`src/rtl/act_pkg.sv`:
```
// act_pkg: shared constants, sigmoid table and saturating add
// for the shared LUT+interpolation activation unit.
package act_pkg;

  localparam int ACT_DW = 8;
  localparam int ACT_ADDR_W = 4;
  localparam int ACT_FRAC_W = 4;
  localparam int ACT_LUT_DEPTH = 17;
  localparam int ACT_SUM_W = ACT_DW + ACT_FRAC_W + 2;

  typedef logic signed [ACT_DW-1:0] act_t;
  typedef logic signed [ACT_DW+ACT_FRAC_W:0] act_prod_t;

  localparam act_t ACT_MAX = act_t'(2**(ACT_DW-1) - 1);
  localparam act_t ACT_MIN = act_t'(-(2**(ACT_DW-1)));

  // Indexed by z[7:4] taken unsigned: 0..7 cover z>=0,
  // 8..15 cover z<0, entry 16 closes the last segment at
  // sigmoid(0). Output scale is Q0.7 (127 ~ 1.0).
  localparam act_t ACT_SIGMOID_LUT [ACT_LUT_DEPTH] = '{
    8'sd64, 8'sd93, 8'sd112, 8'sd121,
    8'sd125, 8'sd127, 8'sd127, 8'sd127,
    8'sd0, 8'sd0, 8'sd0, 8'sd1,
    8'sd2, 8'sd6, 8'sd15, 8'sd34,
    8'sd64
  };

  function automatic act_t sat_add(
    input act_t a,
    input act_prod_t b
  );
    logic signed [ACT_SUM_W-1:0] s;
    s = ACT_SUM_W'(a) + ACT_SUM_W'(b);
    if (s > ACT_SUM_W'(ACT_MAX)) return ACT_MAX;
    if (s < ACT_SUM_W'(ACT_MIN)) return ACT_MIN;
    return act_t'(s);
  endfunction

endpackage

```
`src/rtl/act_rr_arbiter.sv`:
```
// act_rr_arbiter: round-robin one-hot grant over N requesters.
// Ports: clk, rst, req, advance (commit) -> grant, idx.
module act_rr_arbiter #(
  parameter int N = 4,
  localparam int IW = $clog2(N)
) (
  input  logic          clk,
  input  logic          rst,
  input  logic [N-1:0]  req,
  input  logic          advance,
  output logic [N-1:0]  grant,
  output logic [IW-1:0] idx
);

  localparam int CW = IW + 1;

  // ptr is the first index searched (last grant + 1)
  logic [IW-1:0] ptr;
  logic [CW-1:0] cand;
  logic          found;

  always_comb begin
    grant = '0;
    idx = '0;
    found = 1'b0;
    cand = '0;
    for (int o = 0; o < N; o++) begin
      cand = CW'(ptr) + CW'(o);
      if (cand >= CW'(N)) cand = cand - CW'(N);
      if (!found && req[cand[IW-1:0]]) begin
        found = 1'b1;
        idx = cand[IW-1:0];
      end
    end
    if (found) grant[idx] = 1'b1;
  end

  always_ff @(posedge clk) begin
    if (rst) begin
      ptr <= '0;
    end else if (advance) begin
      ptr <= (idx == IW'(N-1)) ? '0 : idx + 1'b1;
    end
  end

endmodule

```
`src/rtl/act_unit_scheduler.sv`:
```
// act_unit_scheduler: shares one sigmoid LUT+interp unit among
// N_REQ requesters; round-robin, 2-stage pipe, registered rsp.
// Ports: clk, rst, req_valid/req_data/req_ready (operands),
// rsp_valid/rsp_id/rsp_data/rsp_ready (results), and with
// ACT_LUT_WRITE_EN defined cfg_we/cfg_addr/cfg_data (LUT write).
module act_unit_scheduler
  import act_pkg::*;
#(
  parameter int N_REQ = 4,
  parameter int DW = ACT_DW,
  parameter int ADDR_W = ACT_ADDR_W,
  parameter int FRAC_W = ACT_FRAC_W,
  localparam int IW = $clog2(N_REQ)
) (
  input  logic              clk,
  input  logic              rst,
`ifdef ACT_LUT_WRITE_EN
  input  logic              cfg_we,
  input  logic [ADDR_W:0]   cfg_addr,
  input  logic [DW-1:0]     cfg_data,
`endif
  input  logic [N_REQ-1:0]    req_valid,
  input  logic [N_REQ*DW-1:0] req_data,
  output logic [N_REQ-1:0]    req_ready,
  output logic              rsp_valid,
  output logic [IW-1:0]     rsp_id,
  output logic [DW-1:0]     rsp_data,
  input  logic              rsp_ready
);

  localparam int CAW = ADDR_W + 1;

  logic             stall;
  logic             arb_en;
  logic             accept;
  logic             cfg_block;
  logic [N_REQ-1:0] grant;
  logic [IW-1:0]    gidx;
  logic [DW-1:0]    z;

  logic              s1_valid;
  logic [ADDR_W-1:0] s1_addr;
  logic [ADDR_W:0]   s1_addr_nx;
  logic [FRAC_W-1:0] s1_rem;
  logic [IW-1:0]     s1_id;

  act_t base_rd;
  act_t next_rd;

  logic              s2_valid;
  act_t              s2_base;
  act_t              s2_next;
  logic [FRAC_W-1:0] s2_rem;
  logic [IW-1:0]     s2_id;

  logic signed [DW:0] diff;
  act_prod_t          prod;
  act_t               act;

  // A held response freezes the whole pipe.
  assign stall = rsp_valid & ~rsp_ready;
  assign arb_en = ~rst & ~stall & ~cfg_block;

  act_rr_arbiter #(
    .N(N_REQ)
  ) u_arb (
    .clk(clk),
    .rst(rst),
    .req(req_valid & {N_REQ{arb_en}}),
    .advance(accept),
    .grant(grant),
    .idx(gidx)
  );

  assign req_ready = grant;
  assign accept = |grant;
  assign z = req_data[gidx*DW +: DW];
  assign s1_addr_nx = {1'b0, s1_addr} + 1'b1;

`ifdef ACT_LUT_WRITE_EN
  act_t lut [ACT_LUT_DEPTH];

  always_ff @(posedge clk) begin
    if (rst) begin
      lut <= ACT_SIGMOID_LUT;
    end else if (cfg_we &&
                 cfg_addr <= CAW'(ACT_LUT_DEPTH-1)) begin
      lut[cfg_addr] <= cfg_data;
    end
  end

  // Reads register into S2 on the same edge as a write,
  // so an in-flight op sees the pre-write entry.
  assign base_rd = lut[s1_addr];
  assign next_rd = lut[s1_addr_nx];
  assign cfg_block = cfg_we;
`else
  assign base_rd = ACT_SIGMOID_LUT[s1_addr];
  assign next_rd = ACT_SIGMOID_LUT[s1_addr_nx];
  assign cfg_block = 1'b0;
`endif

  always_ff @(posedge clk) begin
    if (rst) begin
      s1_valid <= 1'b0;
      s1_addr <= '0;
      s1_rem <= '0;
      s1_id <= '0;
    end else if (!stall) begin
      s1_valid <= accept;
      if (accept) begin
        s1_addr <= z[DW-1 -: ADDR_W];
        s1_rem <= z[FRAC_W-1:0];
        s1_id <= gidx;
      end
    end
  end

  always_ff @(posedge clk) begin
    if (rst) begin
      s2_valid <= 1'b0;
      s2_base <= '0;
      s2_next <= '0;
      s2_rem <= '0;
      s2_id <= '0;
    end else if (!stall) begin
      s2_valid <= s1_valid;
      if (s1_valid) begin
        s2_base <= base_rd;
        s2_next <= next_rd;
        s2_rem <= s1_rem;
        s2_id <= s1_id;
      end
    end
  end

  // Interpolate: base + floor((next-base)*rem / 2^FRAC_W)
  always_comb begin
    diff = (DW+1)'(s2_next) - (DW+1)'(s2_base);
    prod = act_prod_t'(diff) *
           act_prod_t'($signed({1'b0, s2_rem}));
    act = sat_add(s2_base, prod >>> FRAC_W);
  end

  always_ff @(posedge clk) begin
    if (rst) begin
      rsp_valid <= 1'b0;
      rsp_id <= '0;
      rsp_data <= '0;
    end else if (!stall) begin
      rsp_valid <= s2_valid;
      if (s2_valid) begin
        rsp_id <= s2_id;
        rsp_data <= act;
      end
    end
  end

endmodule

```
`config.mk`:
```
export PLATFORM = sky130hd
export DESIGN_NAME = act_unit_scheduler
export DESIGN_NICKNAME = d
export VERILOG_FILES = /design/src/rtl/act_pkg.sv /design/src/rtl/act_rr_arbiter.sv /design/src/rtl/act_unit_scheduler.sv
export SDC_FILE = /design/constraint.sdc
export NUM_CORES = 1
export LEC_CHECK = 0
export CORE_AREA = 3 3 113 115
export CTS_CLUSTER_DIAMETER = 30
export CTS_CLUSTER_SIZE = 12
export DETAILED_ROUTE_END_ITERATION = 16
export DIE_AREA = 0 0 116 118
export SYNTH_ARGS = -nofsm -noshare
export SYNTH_HDL_FRONTEND = slang
export SYNTH_HIERARCHICAL = 1
export SYNTH_SLANG_ARGS = --single-unit
```
`constraint.sdc`:
```
create_clock -name clk -period 15.7 [get_ports clk]
set_input_delay 3.925 -clock clk [delete_from_list [all_inputs] [get_ports clk]]
set_output_delay 3.925 -clock clk [all_outputs]
set_load 0.03 [all_outputs]
```
After elaboration in Yosys (flattened, before gate mapping)
Memory sizes are Yosys's and may differ from the RTL's. A register that Yosys moved wholly into a read port is not among the register bits.
Index checks and enable logic that the tools add are counted.
{"block": "totals", "regBits": 31, "rom_bits": 512, "input_bits": 39, "out_inout_bits": 15, "elab_cells": 89, "memories": 2}
{"block": "op_classes", "n_addsub": 11, "mul": 1, "order_cmp": 12, "eq_ne": 1, "shift": 1, "mux": 31, "bitwise_logic": 8, "n_reduce_logical": 11}
{"name": "(name not given)", "depth": 32, "word_bits": 8, "rd": 1, "rd_clocked_by_memory_dff": 1, "wr": 0, "line": "act_unit_scheduler.sv:99", "text": "assign next_rd = ACT_SIGMOID_LUT[s1_addr_nx];"}
{"name": "(name not given)", "depth": 32, "word_bits": 8, "rd": 1, "rd_clocked_by_memory_dff": 1, "wr": 0, "line": "act_unit_scheduler.sv:98", "text": "assign base_rd = ACT_SIGMOID_LUT[s1_addr];"}
{"operator": "$mux W8", "count": 4}
{"operator": "$shiftx A32 B6 Y8", "count": 1}
{"operator": "$mux W2", "count": 9}
{"operator": "$lt A2 B3 Y1 const B", "count": 5}
{"operator": "$mul A9 B5 Y13", "count": 1}
{"operator": "$mux W1", "count": 12}
{"operator": "$add A8 B9 Y10", "count": 1}
{"operator": "$gt A10 B8 Y1 const B", "count": 1}
{"operator": "$lt A10 B8 Y1 const B", "count": 1}
{"operator": "$ge A3 B3 Y1 const B", "count": 3}
{"operator": "$sub A8 B8 Y9", "count": 1}
{"operator": "$bmux W1 S2", "count": 4}
{"operator": "$sub A2 B1 Y2 const B", "count": 4}
{"operator": "$add A2 B2 Y3 const B", "count": 2}
{"operator": "$not A5 Y6", "count": 1}
{"operator": "$reduce_and A2 Y1", "count": 3}
{"operator": "$add A4 B1 Y5 const B", "count": 1}
{"operator": "$not A4 Y5", "count": 1}
{"operator": "$and A4 B4 Y4", "count": 1}
{"operator": "$logic_and A1 B1 Y1", "count": 4}
{"operator": "$mux W4", "count": 1}
{"operator": "$reduce_or A4 Y1", "count": 1}
{"operator": "$add A2 B1 Y3 const B", "count": 1}
{"operator": "$ge A2 B3 Y1 const B", "count": 1}
{"operator": "7 further kinds", "count": 12}

Depth between registers and ports, before layout
Gate-level depths: netlist of the first run.
{"block": "logic_depth", "ltp_word": 24, "mapped_depth": 28, "ltp_nobuf": 28}

By module
The synthesis of the first run kept the hierarchy.
{"mod": "act_unit_scheduler", "instances": 1, "cells_each": 481, "area_per_inst_um2": 4048.9}
{"mod": "act_rr_arbiter", "instances": 1, "cells_each": 33, "area_per_inst_um2": 284.0}

Worst setup path before layout of the first run
Ideal clock, no wire load.
{"block": "synth_path", "kind": "input-to-output", "start": "input port rst", "end": "output port req_ready[3]", "t_arrival_ns": 5.408, "required_time_ns": 11.775, "setup_slack_ns": 6.367, "stages": 8, "n_path_buf": 1, "cell_sequence": "clkbuf_1 -> nor2_1 -> and2_1 -> a21o_1 -> a21oi_1 -> o22a_2 -> ha_1 -> and2b_2"}
{"block": "synth_via", "elab_chain_cells": 20, "elab_cells_between_ends": 31}
{"element": "start: declaration", "line": "act_unit_scheduler.sv:16", "text": "input logic rst,"}
{"element": "$not A1 Y1 (*)", "line": "act_unit_scheduler.sv:62", "text": "assign arb_en = ~rst & ~stall & ~cfg_block;"}
{"element": "$and A1 B1 Y1 (*)", "line": "act_unit_scheduler.sv:62"}
{"element": "$and A4 B4 Y4 (*)", "line": "act_unit_scheduler.sv:69", "text": ".req(req_valid & {N_REQ{arb_en}}),"}
{"element": "$bmux W1 S2", "line": "act_rr_arbiter.sv:30", "text": "if (!found && req[cand[IW-1:0]]) begin"}
{"element": "$mux W1 (implied by the code)", "line": "act_rr_arbiter.sv:30"}
{"element": "$mux W1", "line": "act_rr_arbiter.sv:30"}
{"element": "$logic_not A1 Y1", "line": "act_rr_arbiter.sv:30"}
{"element": "$logic_and A1 B1 Y1", "line": "act_rr_arbiter.sv:30"}
{"element": "[5 not listed]"}
{"element": "$logic_and A1 B1 Y1", "line": "act_rr_arbiter.sv:30"}
{"element": "$mux W2 (*)", "line": "act_rr_arbiter.sv:30"}
{"element": "via gidx[1]", "line": "act_unit_scheduler.sv:38", "text": "logic [IW-1:0] gidx;"}
{"element": "$lt A2 B3 Y1 (implied by the code) / $ge A2 B1 Y1 (equally long branches)", "line": "act_rr_arbiter.sv:35", "text": "if (found) grant[idx] = 1'b1;"}
{"element": "$logic_and A1 B1 Y1 (implied by the code)", "line": "act_rr_arbiter.sv:35"}
{"element": "$mux W1 (implied by the code)", "line": "act_rr_arbiter.sv:35"}
{"element": "$demux W1 S2 (*)"}
{"element": "$mux W4 (*)", "line": "act_rr_arbiter.sv:35"}
{"element": "end: declaration", "line": "act_unit_scheduler.sv:24", "text": "output logic [N_REQ-1:0] req_ready,"}
Mark *: on every way through the listed nets, which the timed path passes. The rest lies on a longest branch. The select of a mux whose other input is x is not followed.

Worst setup path in the final report of the first run
Same ends and word-level chain as after synthesis.

==> results of run 1 <==
[power breakdown]
group | total [W] | switching (W) | internal (W)
clock network | 0.000132 | 0.0000411 | 0.0000908
logic | 0.000252 | 0.000144 | 0.000108
registers | 0.000151 | 0.0000196 | 0.000131
[metrics by stage]
step / power (W) / hold slack (ns)
2_1_floorplan: 0.000342 / 0.432
3_3_place_gp: 0.000400 / 0.443
3_5_place_dp: 0.000405 / 0.447
4_1_cts: 0.000539 / 0.456
5_1_grt: 0.000578 / 0.479
6_report: 0.000534 / 0.451
[sequential cells by signal, indices dropped and copies added, names as in the netlist, 2 cells and up]
name,flops
rsp_id,2
s1_rem,4
u_arb/ptr,2
s2_id,2
s1_id,2
rsp_data,8
s1_addr,4
s2_next,7
s2_rem,4
s2_base,7
[layout by cell type, fill, tap and decap left out, types with 6 or more instances in the layout]
cell type and count:
inv_1 49, nor3_1 10, clkdlybuf4s50_1 53, fa_1 19, nor2_1 38, ha_1 48
o21a_1 6, and2_1 28, o21ai_0 12, mux4_2 8, a21oi_1 45, dfxtp_1 45
o21ai_1 9, xnor2_1 11, a32oi_1 6, nand3_1 7, nor2b_1 10, nand2_1 62
[routing by layer]
metal  wire [um]  up-vias  GRT usage (%)
li1            -     1873              -
met1        4300     1725           18.8
met2        4670       69           25.2
met3         354        7           2.31
met4          60        0           2.61
met5           0        -              0
[cells in the mapped netlist, types with 7 or more instances]
library cell | count | area, um^2
nand2_1 | 62 | 233
inv_1 | 49 | 184
ha_1 | 48 | 601
a21oi_1 | 45 | 225
dfxtp_1 | 45 | 901
nor2_1 | 38 | 143
and2_1 | 28 | 175
fa_1 | 19 | 380
clkbuf_1 | 13 | 48.8
o21ai_0 | 12 | 60.1
xnor2_1 | 11 | 96.3
nor2b_1 | 10 | 62.6
nor3_1 | 10 | 50.1
o21ai_1 | 9 | 45.0
mux4_2 | 8 | 180
nand3_1 | 7 | 35.0
[final timing paths]
kind,to,cells after the start,start,slack [ns]
max,req_ready[3],10,rst,4.87
max reg2reg,rsp_data[4]$_SDFFE_PP0P_,25,s2_base[1]$_SDFFE_PP0P_,9.22
min,s2_rem[2]$_SDFFE_PP0P_,2,s1_rem[2]$_SDFFE_PP0P_,0.45
min reg2reg,s2_rem[2]$_SDFFE_PP0P_,2,s1_rem[2]$_SDFFE_PP0P_,0.45
[worst max-delay path, stage by stage]
cell,delay [ns]
clkdlybuf4s50_1,0.46
buf_4,0.39
nor2_1,0.14
and2_1,0.24
a21o_1,0.19
a21oi_1,0.17
o22a_2,0.32
ha_1,0.24
and2b_2,0.16
clkdlybuf4s50_1,0.66
[final cells by class]
class	instances	area, um^2
clock buffers	5	125
inverters	49	184
multi-input cells	403	3170
clock inverters	3	65.1
well taps	147	184
repair buffers	54	538
flip-flops and latches	45	901
fillers	1214	6740
[kinds of logic (layout without fill, tap and decap cells)]
logic type               count (synthesis)  in the layout
AO/OA/AOI/OAI                          123            123
XOR/XNOR                                15             15
adder cells (fa/ha/maj)                 67             67
buffers and inverters                   66            111
flip-flops                              45             45
multiplexers                            13             13
AND/OR/NAND/NOR                        185            185
==> flow_summary_export.csv, run 1 <==
group,metric,value,unit
outcome,outcome,"finished, final reports clean",
synthesis,synth_compound_area_share,20.1,%
global_route,grt_usage,14.4,%
layout,fin_util,43.4,%
synthesis,ys_ff_latch,45,
floorplanning,fp.dieH,118,um
routing,drtIter0Drc,167,
floorplanning,pin_count,54,
synthesis,syn-num-nets,620,
clock_network,postCtsHoldBufs,0,
layout,areaGrowthSynthToFinish,19.3,%
sta,worst_slack,4.87,ns
routing,vias,3674,
sta,maxSlewViolCount,0,
global_route,antenna_found_initial,0,
synthesis,synthAdderAreaFrac,22.6,%
routing,firstDrtPassIters,4,
sta,worst-slew-pin-transition,1.01,ns
synthesis,synth_xor_area_share,3.47,%
worst_setup_path,end_kind,"output pin",
sta,setup_viol,0,
pwr,peakVddDrop,0.0542,mV
global_route,grt_pass1_wl,16700,um
synthesis,synth_area,4330,um^2
synthesis,synth-edff-count,0,
synthesis,syn_inst,514,
clock_network,cts.clk_slew.worst_paths,0.06,ns
worst_hold_path,hold_class,"reg2reg",
floorplanning,start_util,36.4,%
layout,stdcell_count,706,
global_route,grt_pass1_vias,3736,
sta,fin_tns_setup,0,ns
clock_network,postCtsSetupBuffers,0,
synthesis,yosys.area_share.simple,21.5,%
pwr,leakage,2.16,nW
pwr,p_per_area,103,nW/um^2
routing,ant_nets,0,
worst_setup_path,cp-start-kind,"input pin",
sta,rsz0062_at_grt,"false",
routing,drc,0,
clock_network,clock-sinks,45,
run,max_cap_viol_count,0,
placement,place_area,4980,um^2
synthesis,synth_cell_types,69,
synthesis,post_synth.cell_area_avg,8.43,um^2
sta,max_freq,92.3,MHz
sta,fin_crit_sh,69.0,%
placement,io_buffers,53,
sta,slew-limit-headroom,32.6,%
layout,final_nets,664,
placement,pre_cts_ws,4.86,ns
layout,final_cell_area,5170,um^2
clock_network,htree_levels,2,
sta,period_needed,10.83,ns
floorplanning,die_area,13700,um^2
placement,placed_cells,698,
floorplanning,row_count,40,
placement,place_hpwl,7720,um
clock_network,ctsResizeCount,0,
routing,wl_per_cell,13.3,um
layout,diodes,0,
layout,drive_gt1_share,7.16,%
synthesis,synth-seq-area-share,20.8,%
floorplanning,core_area,11900,um^2
clock_network,clock_latency,0.28,ns
clock_network,cts_inserted_buffers,5,
routing,viasPerCell,5.20,
sta,worst_clock_skew,0.00517,ns
worst_setup_path,cp.required,11.77,ns
synthesis,synth_top_family_by_area,"adder cells",
worst_setup_path,cp_data_arrival_time,6.90,ns
synthesis,async_reset_ff_share,0,%
worst_setup_path,critPathMaxFanout,45,
sta,hold_viol,0,
clock_network,cts_tree,"yes",
worst_setup_path,crit_type,"in2out",
clock_network,cts_max_path_buffers,2,
synthesis,synthMuxAreaShare,5.52,%
synthesis,yosys_warnings,6,
global_route,globalRouteOverflowTotal,0,
floorplanning,die_x,116,um
placement,routabilityCongestion,0.821,
clock_network,cts_root_buf,"clkbuf_16",
global_route,grt_max_degree,46,
routing,wl,9390,um
synthesis,synth_flop_cell,"dfxtp_1",
Power figures use the tool's default switching activity.
==> run 2, diff against run 1 <==
==> constraint.sdc (replaced) <==
create_clock -name clk -period 10.03 [get_ports clk]
set_input_delay 2.5075 -clock clk [delete_from_list [all_inputs] [get_ports clk]]
set_output_delay 2.5075 -clock clk [all_outputs]
set_load 0.03 [all_outputs]
==> flow_summary_export.csv, run 2 (synthesis gave the netlist of run 1 again) <==
group,metric,value,unit
routing,firstDrtPassIters,4,
sta,max_freq,125,MHz
pwr,p_per_area,158,nW/um^2
layout,layout_common_cells,"62 x nand2_1, 53 x clkdlybuf4s50_1, 49 x inv_1",
clock_network,cts_tree,"yes",
worst_setup_path,end_kind,"output pin",
sta,rsz0062_at_grt,"false",
sta,worst_clock_skew,0.00617,ns
clock_network,clock-sinks,45,
clock_network,postCtsSetupBuffers,0,
worst_setup_path,cp.required,7.52,ns
layout,areaGrowthSynthToFinish,18.9,%
routing,wl,9270,um
global_route,globalRouteOverflowTotal,0,
sta,slew-limit-headroom,33.8,%
sta,period_needed,8.01,ns
worst_setup_path,cp_common_cell,"clkdlybuf4s50_1",
sta,hold_viol,0,
worst_setup_path,reg2reg_slack,3.52,ns
routing,drtIter0Drc,162,
placement,place_hpwl,7690,um
run,max_cap_viol_count,0,
worst_setup_path,cpMaxStageDelayCell,"clkdlybuf4s50_1",
floorplanning,row_count,40,
layout,layout_commonest_cell,"nand2_1",
pwr,p_seq_share,28.9,%
pwr,p_sw_share,38.9,%
pwr,peakVddDrop,0.0719,mV
clock_network,cts.clk_slew.worst_paths,0.06,ns
worst_hold_path,hold_path_depth,2,
floorplanning,die_x,116,um
sta,maxSlewViolCount,0,
placement,routabilityCongestion,0.805,
worst_setup_path,critPathBufInv,3,
worst_setup_path,cp-start-kind,"input pin",
routing,drc,0,
worst_setup_path,timing.rr.start,"s2_base[1]$_SDFFE_PP0P_",
global_route,grt_max_degree,46,
floorplanning,pin_count,54,
layout,drive_gt1_share,6.98,%
global_route,antenna_found_initial,0,
routing,vias,3629,
layout,final_nets,664,
clock_network,cts_root_buf,"clkbuf_16",
layout,reg_top3,"rsp_data: 8 flops, s2_base: 7 flops, s2_next: 7 flops",
floorplanning,fp.dieH,118,um
worst_setup_path,critPathMaxFanout,45,
global_route,grt_usage,14.2,%
pwr,p_switching,0.000317,W
global_route,grt_pass1_wl,16400,um
routing,wl_per_cell,13.1,um
pwr,leakage,2.15,nW
worst_setup_path,r2r-end,"rsp_data[5]$_SDFFE_PP0P_",
worst_hold_path,hold_class,"reg2reg",
clock_network,htree_levels,2,
clock_network,cts_inserted_buffers,5,
layout,diodes,0,
clock_network,cts_max_path_buffers,2,
clock_network,ctsResizeCount,0,
floorplanning,die_area,13700,um^2
clock_network,postCtsHoldBufs,0,
sta,setup_viol,0,
worst_hold_path,holdPathEnd,"rsp_data[7]$_SDFFE_PP0P_",
routing,ant_nets,0,
sta,worst-slew-pin-transition,0.989,ns
pwr,p_comb_share,48.2,%
pwr,clkPwrFrac,22.9,%
sta,fin_crit_sh,79.8,%
global_route,grt_pass1_vias,3716,
floorplanning,core_area,11900,um^2
worst_setup_path,cp_data_arrival_time,5.50,ns
worst_setup_path,r2r_cells,25,
layout,largest_register,"rsp_data",
layout,largest_reg_flops,8,
worst_setup_path,worst_path_largest_cell_delay,0.66,ns
worst_setup_path,cp_top_family,"buffers and inverters",
routing,viasPerCell,5.14,
worst_setup_path,cp_cell_sequence,"clkdlybuf4s50_1 > buf_4 > nor2_1 > and2_1 > a21o_1 > a21oi_1 > o22a_2 > ha_1 > and2b_2 > clkdlybuf4s50_1",
clock_network,clock_latency,0.28,ns
sta,fin_tns_setup,0,ns
worst_setup_path,crit_type,"in2out",
worst_hold_path,worstHoldStart,"rsp_data[7]$_SDFFE_PP0P_",
floorplanning,start_util,36.4,%
pwr,finalPower,0.000816,W
placement,io_buffers,53,
outcome,outcome,"finished, final reports clean",
pwr,p_int,0.000499,W
[run 2: worst max path at each step]
stage               depth (start not counted)  startpoint           end
floorplan                                   8         rst  req_ready[3]
global placement                           10         rst  req_ready[3]
detailed placement                         10         rst  req_ready[3]
CTS                                        10         rst  req_ready[3]
global route                               10         rst  req_ready[3]
finish                                     10         rst  req_ready[3]
[run 2: per-layer routing]
| metal | up-vias | global-route usage (%) | wire length, um |
|---|---|---|---|
| li1 | 1867 | - | - |
| met1 | 1696 | 18.3 | 4320 |
| met2 | 59 | 25.2 | 4580 |
| met3 | 7 | 2.11 | 298 |
| met4 | 0 | 2.18 | 68 |
| met5 | - | 0 | 0 |
[run 2: layout make-up]
class / instances / area [um^2]
inverters: 49 / 184
clock inverters: 1 / 30.0
multi-input cells: 403 / 3170
fillers: 1215 / 6760
flip-flops and latches: 45 / 901
clock buffers: 7 / 143
repair buffers: 54 / 538
well taps: 147 / 184
[run 2: tightest hold or removal path: stages (launching register included)]
cell,delay [ns]
dfxtp_1,0.30
nand2_1,0.05
a21oi_1,0.05
[run 2: stage by stage]
stage	setup WS [ns]	utilization, %	instance area (um^2)	hold slack (ns)	std cells
floorplan	3.53	-	4330	0.432	514
global placement	2.07	41.8	4980	0.443	698
detailed placement	2.04	41.8	4980	0.450	698
CTS	2.02	43.3	5150	0.458	706
global route	1.83	43.3	5150	0.476	706
finish	2.02	43.3	5150	0.453	706
[run 2: power by group through the flow]
stage / registers (W) / logic (W) / clock network, W
after floorplan: 0.000231 / 0.000304 / 0
after global placement: 0.000239 / 0.000387 / 0
after detailed placement: 0.000240 / 0.000395 / 0
after CTS: 0.000236 / 0.000398 / 0.000190
after global routing: 0.000241 / 0.000446 / 0.000198
final: 0.000236 / 0.000394 / 0.000186
